[config.mk]
export PLATFORM = sky130hd
export DESIGN_NAME = mem_port_arbiter_flat
export DESIGN_NICKNAME = d
export VERILOG_FILES = /design/src/rtl/mem_port_arbiter_if.sv /design/src/rtl/mem_port_arbiter.sv /design/src/flat_wrapper.sv
export SDC_FILE = /design/constraint.sdc
export NUM_CORES = 1
export LEC_CHECK = 0
export ABC_AREA = 1
export BUFFER_PORTS_ARGS = -buffer_cell sky130_fd_sc_hd__buf_2
export CAP_MARGIN = 20
export CORE_UTILIZATION = 42
export CTS_CLUSTER_SIZE = 28
export DETAILED_ROUTE_END_ITERATION = 8
export PLACE_DENSITY = 0.81
export REMOVE_ABC_BUFFERS = 1
export SLEW_MARGIN = 20
export SYNTH_ARGS = -nofsm -noshare
export SYNTH_HDL_FRONTEND = slang
export SYNTH_SLANG_ARGS = --single-unit
[constraint.sdc]
create_clock -name clock -period 2.8 [get_ports clock]
set_clock_uncertainty 0.1 [all_clocks]
set_input_delay 0.14 -clock clock [delete_from_list [all_inputs] [get_ports clock]]
set_output_delay 0.14 -clock clock [all_outputs]
set_load 0.02 [all_outputs]
[src/rtl/mem_port_arbiter_if.sv]
// Bundles the per-master request/response bus and the single memory port
// between the arbiter and its masters and memory.
interface mem_port_arbiter_if #(
  parameter int DATA_WIDTH  = 16,
  parameter int ADDR_WIDTH  = 16,
  parameter int NUM_MASTERS = 3
);
  logic [NUM_MASTERS-1:0]            m_req;
  logic [NUM_MASTERS-1:0]            m_we;
  logic [NUM_MASTERS-1:0]            m_lock;
  logic [NUM_MASTERS*ADDR_WIDTH-1:0] m_addr;
  logic [NUM_MASTERS*DATA_WIDTH-1:0] m_wdata;
  logic [NUM_MASTERS-1:0]            m_ack;
  logic [NUM_MASTERS-1:0]            m_rvalid;
  logic [DATA_WIDTH-1:0]             m_rdata;
  logic [ADDR_WIDTH-1:0]             mem_addr;
  logic [DATA_WIDTH-1:0]             mem_wdata;
  logic                              mem_we;
  logic [DATA_WIDTH-1:0]             mem_rdata;

  modport slave (
    input  m_req, m_we, m_lock, m_addr, m_wdata, mem_rdata,
    output m_ack, m_rvalid, m_rdata, mem_addr, mem_wdata, mem_we
  );

  modport master (
    output m_req, m_we, m_lock, m_addr, m_wdata, mem_rdata,
    input  m_ack, m_rvalid, m_rdata, mem_addr, mem_wdata, mem_we
  );
endinterface

[src/rtl/mem_port_arbiter.sv]
// N-master arbiter in front of one single-port synchronous RAM: round-robin or
// fixed-priority grant, lock for read-modify-write, in-order read-return tagging.
module mem_port_arbiter #(
  parameter int DATA_WIDTH   = 16,
  parameter int ADDR_WIDTH   = 16,
  parameter int NUM_MASTERS  = 3,
  parameter int READ_LATENCY = 1,
  parameter int ARB_MODE     = 0
) (
  input logic               clock,
  input logic               reset,
  mem_port_arbiter_if.slave bus
);
  localparam int IW = (NUM_MASTERS > 1) ? $clog2(NUM_MASTERS) : 1;

  logic [IW-1:0]           rr_q, rr_d;
  logic [IW-1:0]           owner_q, owner_d;
  logic                    owner_vld_q, owner_vld_d;
  logic [ADDR_WIDTH-1:0]   mem_addr_q, mem_addr_d;
  logic [DATA_WIDTH-1:0]   mem_wdata_q, mem_wdata_d;
  logic [NUM_MASTERS-1:0]  tag_q [READ_LATENCY];
  logic [NUM_MASTERS-1:0]  tag_d [READ_LATENCY];

  logic [ADDR_WIDTH-1:0]   addr_arr  [NUM_MASTERS];
  logic [DATA_WIDTH-1:0]   wdata_arr [NUM_MASTERS];
  logic                    grant_vld;
  logic                    locked_grant;
  logic [IW-1:0]           grant_idx;
  logic [NUM_MASTERS-1:0]  ack;

  for (genvar gi = 0; gi < NUM_MASTERS; gi++) begin : g_unpack
    assign addr_arr[gi]  = bus.m_addr[gi*ADDR_WIDTH +: ADDR_WIDTH];
    assign wdata_arr[gi] = bus.m_wdata[gi*DATA_WIDTH +: DATA_WIDTH];
  end

  // Grant selection: a requesting lock owner always wins over the arbitration policy.
  always_comb begin
    grant_vld    = 1'b0;
    locked_grant = 1'b0;
    grant_idx    = '0;
    if (owner_vld_q && bus.m_req[owner_q]) begin
      grant_vld    = 1'b1;
      locked_grant = 1'b1;
      grant_idx    = owner_q;
    end else if (ARB_MODE == 1) begin
      for (int i = NUM_MASTERS - 1; i >= 0; i--) begin
        if (bus.m_req[i]) begin
          grant_vld = 1'b1;
          grant_idx = IW'(i);
        end
      end
    end else begin
      for (int i = 0; i < NUM_MASTERS; i++) begin
        if (!grant_vld && bus.m_req[(int'(rr_q) + i) % NUM_MASTERS]) begin
          grant_vld = 1'b1;
          grant_idx = IW'((int'(rr_q) + i) % NUM_MASTERS);
        end
      end
    end
  end

  always_comb begin
    ack         = '0;
    rr_d        = rr_q;
    owner_d     = owner_q;
    owner_vld_d = owner_vld_q;
    mem_addr_d  = mem_addr_q;
    mem_wdata_d = mem_wdata_q;
    for (int i = 0; i < READ_LATENCY; i++) begin
      tag_d[i] = (i == 0) ? '0 : tag_q[(i == 0) ? 0 : i - 1];
    end

    if (owner_vld_q && !bus.m_req[owner_q]) begin
      owner_vld_d = 1'b0;
    end

    if (grant_vld) begin
      ack[grant_idx] = 1'b1;
      mem_addr_d     = addr_arr[grant_idx];
      mem_wdata_d    = wdata_arr[grant_idx];
      if (!bus.m_we[grant_idx]) begin
        tag_d[0] = ack;
      end
      if (!locked_grant) begin
        rr_d = (int'(grant_idx) == NUM_MASTERS - 1) ? '0 : grant_idx + IW'(1);
      end
      if (bus.m_lock[grant_idx]) begin
        owner_vld_d = 1'b1;
        owner_d     = grant_idx;
      end else if (locked_grant) begin
        owner_vld_d = 1'b0;
      end
    end

    // Outputs are forced quiet while reset is held, including in-flight read tags.
    bus.m_ack     = reset ? '0 : ack;
    bus.m_rvalid  = reset ? '0 : tag_q[READ_LATENCY-1];
    bus.m_rdata   = reset ? '0 : bus.mem_rdata;
    bus.mem_we    = reset ? 1'b0 : (grant_vld && bus.m_we[grant_idx]);
    bus.mem_addr  = reset ? '0 : mem_addr_d;
    bus.mem_wdata = reset ? '0 : mem_wdata_d;
  end

  always_ff @(posedge clock) begin
    if (reset) begin
      rr_q        <= '0;
      owner_q     <= '0;
      owner_vld_q <= 1'b0;
      mem_addr_q  <= '0;
      mem_wdata_q <= '0;
    end else begin
      rr_q        <= rr_d;
      owner_q     <= owner_d;
      owner_vld_q <= owner_vld_d;
      mem_addr_q  <= mem_addr_d;
      mem_wdata_q <= mem_wdata_d;
    end
  end

  for (genvar gi = 0; gi < READ_LATENCY; gi++) begin : g_tag_pipe
    always_ff @(posedge clock) begin
      if (reset) begin
        tag_q[gi] <= '0;
      end else begin
        tag_q[gi] <= tag_d[gi];
      end
    end
  end
endmodule

[src/flat_wrapper.sv]
// flat-port wrapper written by rule: the top's interface ports become plain ports
module mem_port_arbiter_flat 
#(
  parameter int DATA_WIDTH   = 16,
  parameter int ADDR_WIDTH   = 16,
  parameter int NUM_MASTERS  = 3,
  parameter int READ_LATENCY = 1,
  parameter int ARB_MODE     = 0
)
  (clock, reset, bus_m_req, bus_m_we, bus_m_lock, bus_m_addr, bus_m_wdata, bus_mem_rdata, bus_m_ack, bus_m_rvalid, bus_m_rdata, bus_mem_addr, bus_mem_wdata, bus_mem_we);
  mem_port_arbiter_if #(.DATA_WIDTH(DATA_WIDTH), .ADDR_WIDTH(ADDR_WIDTH), .NUM_MASTERS(NUM_MASTERS)) bus_i ();
  input logic clock;
  input logic reset;
  input wire logic [$bits(bus_i.m_req)-1:0] bus_m_req;
  input wire logic [$bits(bus_i.m_we)-1:0] bus_m_we;
  input wire logic [$bits(bus_i.m_lock)-1:0] bus_m_lock;
  input wire logic [$bits(bus_i.m_addr)-1:0] bus_m_addr;
  input wire logic [$bits(bus_i.m_wdata)-1:0] bus_m_wdata;
  input wire logic [$bits(bus_i.mem_rdata)-1:0] bus_mem_rdata;
  output wire logic [$bits(bus_i.m_ack)-1:0] bus_m_ack;
  output wire logic [$bits(bus_i.m_rvalid)-1:0] bus_m_rvalid;
  output wire logic [$bits(bus_i.m_rdata)-1:0] bus_m_rdata;
  output wire logic [$bits(bus_i.mem_addr)-1:0] bus_mem_addr;
  output wire logic [$bits(bus_i.mem_wdata)-1:0] bus_mem_wdata;
  output wire logic [$bits(bus_i.mem_we)-1:0] bus_mem_we;
  assign bus_i.m_req = bus_m_req;
  assign bus_i.m_we = bus_m_we;
  assign bus_i.m_lock = bus_m_lock;
  assign bus_i.m_addr = bus_m_addr;
  assign bus_i.m_wdata = bus_m_wdata;
  assign bus_i.mem_rdata = bus_mem_rdata;
  assign bus_m_ack = bus_i.m_ack;
  assign bus_m_rvalid = bus_i.m_rvalid;
  assign bus_m_rdata = bus_i.m_rdata;
  assign bus_mem_addr = bus_i.mem_addr;
  assign bus_mem_wdata = bus_i.mem_wdata;
  assign bus_mem_we = bus_i.mem_we;
  mem_port_arbiter #(.DATA_WIDTH(DATA_WIDTH), .ADDR_WIDTH(ADDR_WIDTH), .NUM_MASTERS(NUM_MASTERS), .READ_LATENCY(READ_LATENCY), .ARB_MODE(ARB_MODE)) u_core (.clock(clock), .reset(reset), .bus(bus_i));
endmodule
==> reports/results.ini <==
[outcome]
outcome=completed

[floorplanning]
core_region_area_um2=5990
io_pins=178
die_h_um=81.2
die-width_um=81.2
start_util=0.440
die_area_um2=6600
fp-row-count=28

[critical_path]
critPathCaptureType=primary output
crit_required_ns=2.56
worstPathMaxFanout=36
worstSetupPathType=reg -> out
critPathArrivalTime_ns=2.52
worstSetupStartpointType=flop

[logic_synthesis]
ys_seq_elements=40
synth_area_leader_cell=dfxtp_1
yosysUniqueCellTypes=29
ys_top_cells_by_area=dfxtp_1 30%, nand2_1 12%, o21ai_1 8.7%
ys.flop_type=dfxtp_1
async_reset_ff_frac=0
yosys_warnings=0
syn_area_per_cell_um2=6.66
netlist_area_um2=2640
synth_top_cell_area_share=0.304
syn_inst=396
synth_edf_count=0
synth-seq-area-share=0.304

[power_and_ir_drop]
power_density_nw_per_um2=1710
p_leak_nw=2.27
vdd_ir_drop_max_uv=1010

[layout]
diodes=0
multi_input_area_um2=1870
fin_util=0.744
nets=723
final_area_um2=4450
fillers=459
area_growth_pct=69.0
seqCellArea_um2=808
drive_above_1_share=0.537

[sta]
setup_viol=0
period_minus_slack_ns=2.76
rsz0062_at_grt=true
fin_crit_sh=0.986
final_max_slew_viol_count=0
tightest_slew_ns=0.654
hold_ws_ns=0.0531
finalWorstSetupSlack_ns=0.0386
max_freq_mhz=362
hold_viol=0
slew-limit-headroom=0.564
setup-tns-final_ns=0

[cts]
clkLatencyLatePin_ns=0.29
cts_tree=yes
cts_buffer_depth=2
clkTransAtPathRegs_ns=0.08
h-tree-depth=2
root_buffer=clkbuf_8
cts_buffers=5
cts.sinks=40

[drt]
vias=3463
drt_iter0_drc=129
drc_errors=0
viasPerCell=5.16
ant_nets=0
wire_per_inst_um=13.8
dr.pass1.iters=5
drt-total-wl_mm=9.27

[placement]
gp_congestion=0.964
dp_hpwl_mm=5.65
dp_slack_ns=0.0650
postPlaceCellArea_um2=3510
io_buffers=177

[global_routing]
track_usage=0.245
grt_remaining_overflow=0
antenna_found_initial=0
grt_pass1_wl_mm=12.6
grt_pass1_vias=2842
grt_max_degree=37

[flow_run]
max-cap-violations=0

[hold_path]
hold_class=in -> reg

==> what timing repair did <==
action,CTS,global route
setup buffers,10,13
pin swaps,7,35
hold endpoints to repair,0,0
setup endpoints to repair,34,34
resized for setup,19,130
gates cloned,3,7
hold buffers,0,0
==> final cells by class <==
class / instances / share of cell area
repair buffers: 211 / 0.318
clock buffers: 6 / 0.0163
flip-flops and latches: 40 / 0.181
inverters: 40 / 0.0416
clock inverters: 1 / 0.00112
well taps: 75 / 0.0211
multi-input cells: 298 / 0.421
==> flip-flops by register name (all words and copies together), names as in the netlist <==
signal and count:
u_core.tag_q 3, u_core.owner_vld_q 1, u_core.mem_wdata_q 16, u_core.owner_q 2, u_core.rr_q 2, u_core.mem_addr_q 16
==> through the flow <==
| step | std cells | power, mW |
|---|---|---|
| 3_3_place_gp | 632 | 4.68 |
| 5_1_grt | 671 | 8.13 |
| 2_1_floorplan | 372 | 3.58 |
| 6_report | 671 | 7.62 |
| 4_1_cts | 652 | 5.93 |
| 3_5_place_dp | 632 | 4.80 |
==> critical path, cell delays in order, from the launching register on <==
cell	delay [ns]
dfxtp_4	0.38
inv_4	0.04
ha_4	0.32
inv_6	0.06
nand2_4	0.06
nand3_4	0.07
nand2_4	0.08
nand2_4	0.05
buf_4	0.13
nor2_1	0.17
nand2_2	0.12
buf_8	0.21
o21ai_0	0.28
a21oi_2	0.08
buf_4	0.17
==> layer usage <==
| layer | vias up | wire [µm] | global-route usage |
|---|---|---|---|
| met5 | - | 0 | 0 |
| met4 | 0 | 209 | 0.0929 |
| met3 | 21 | 660 | 0.0449 |
| met2 | 176 | 4860 | 0.438 |
| met1 | 1548 | 3550 | 0.289 |
| li1 | 1718 | - | - |
==> where the power goes <==
part           internal, mW  switching, mW
clock network         0.169          0.191
registers             0.826         0.0811
logic                  2.69           3.67
total                  3.68           3.94
==> cell families (layout without fill, tap and decap cells) <==
logic type      count (synthesis)  in the layout  share of synthesized area
buf+inv                        64            258                      0.132
fa+ha+maj                       4              4                     0.0190
simple gates                  162            168                      0.279
flops                          40             40                      0.304
compound gates                126            126                      0.266
==> worst paths after layout <==
| path | slack, ns | cells after the start | to | start |
|---|---|---|---|---|
| worst max-delay path | 0.04 | 14 | bus_mem_wdata[0] | u_core.rr_q[0] |
| worst min-delay path | 0.05 | 3 | u_core.mem_addr_q[13] | bus_m_addr[13] |
| worst min register to register | 0.39 | 2 | u_core.mem_wdata_q[2] | u_core.mem_wdata_q[2] |
| worst max register to register | 0.42 | 17 | u_core.owner_q[0] | u_core.rr_q[0] |
==> cells in the mapped netlist, types with 4 or more instances <==
cell,number
nand2_2,7
nand2_1,86
o21ai_1,46
o21ai_0,45
nor2_1,25
clkbuf_1,10
dfxtp_1,40
buf_6,9
nand3_1,32
a21oi_1,19
nand3_2,4
o21ai_2,12
inv_2,5
ha_1,4
inv_1,33
==> layout by cell type (no fill, tap or decap), types with 3 or more instances in the layout <==
cell type,netlist,layout
inv_1,33,30
nand2_8,0,6
buf_6,9,12
buf_4,1,45
nor2_1,25,24
buf_16,0,3
buf_2,2,144
nand2_2,7,7
dfxtp_1,40,38
inv_2,5,4
buf_12,0,5
a21oi_1,19,3
o21ai_0,45,37
clkbuf_8,0,5
nand2_4,2,8
nand3_2,4,10
o21ai_1,46,31
nand2_1,86,80
o21ai_2,12,35
nand3_1,32,25
a21oi_2,0,16
(Power assumes the default switching activity.)
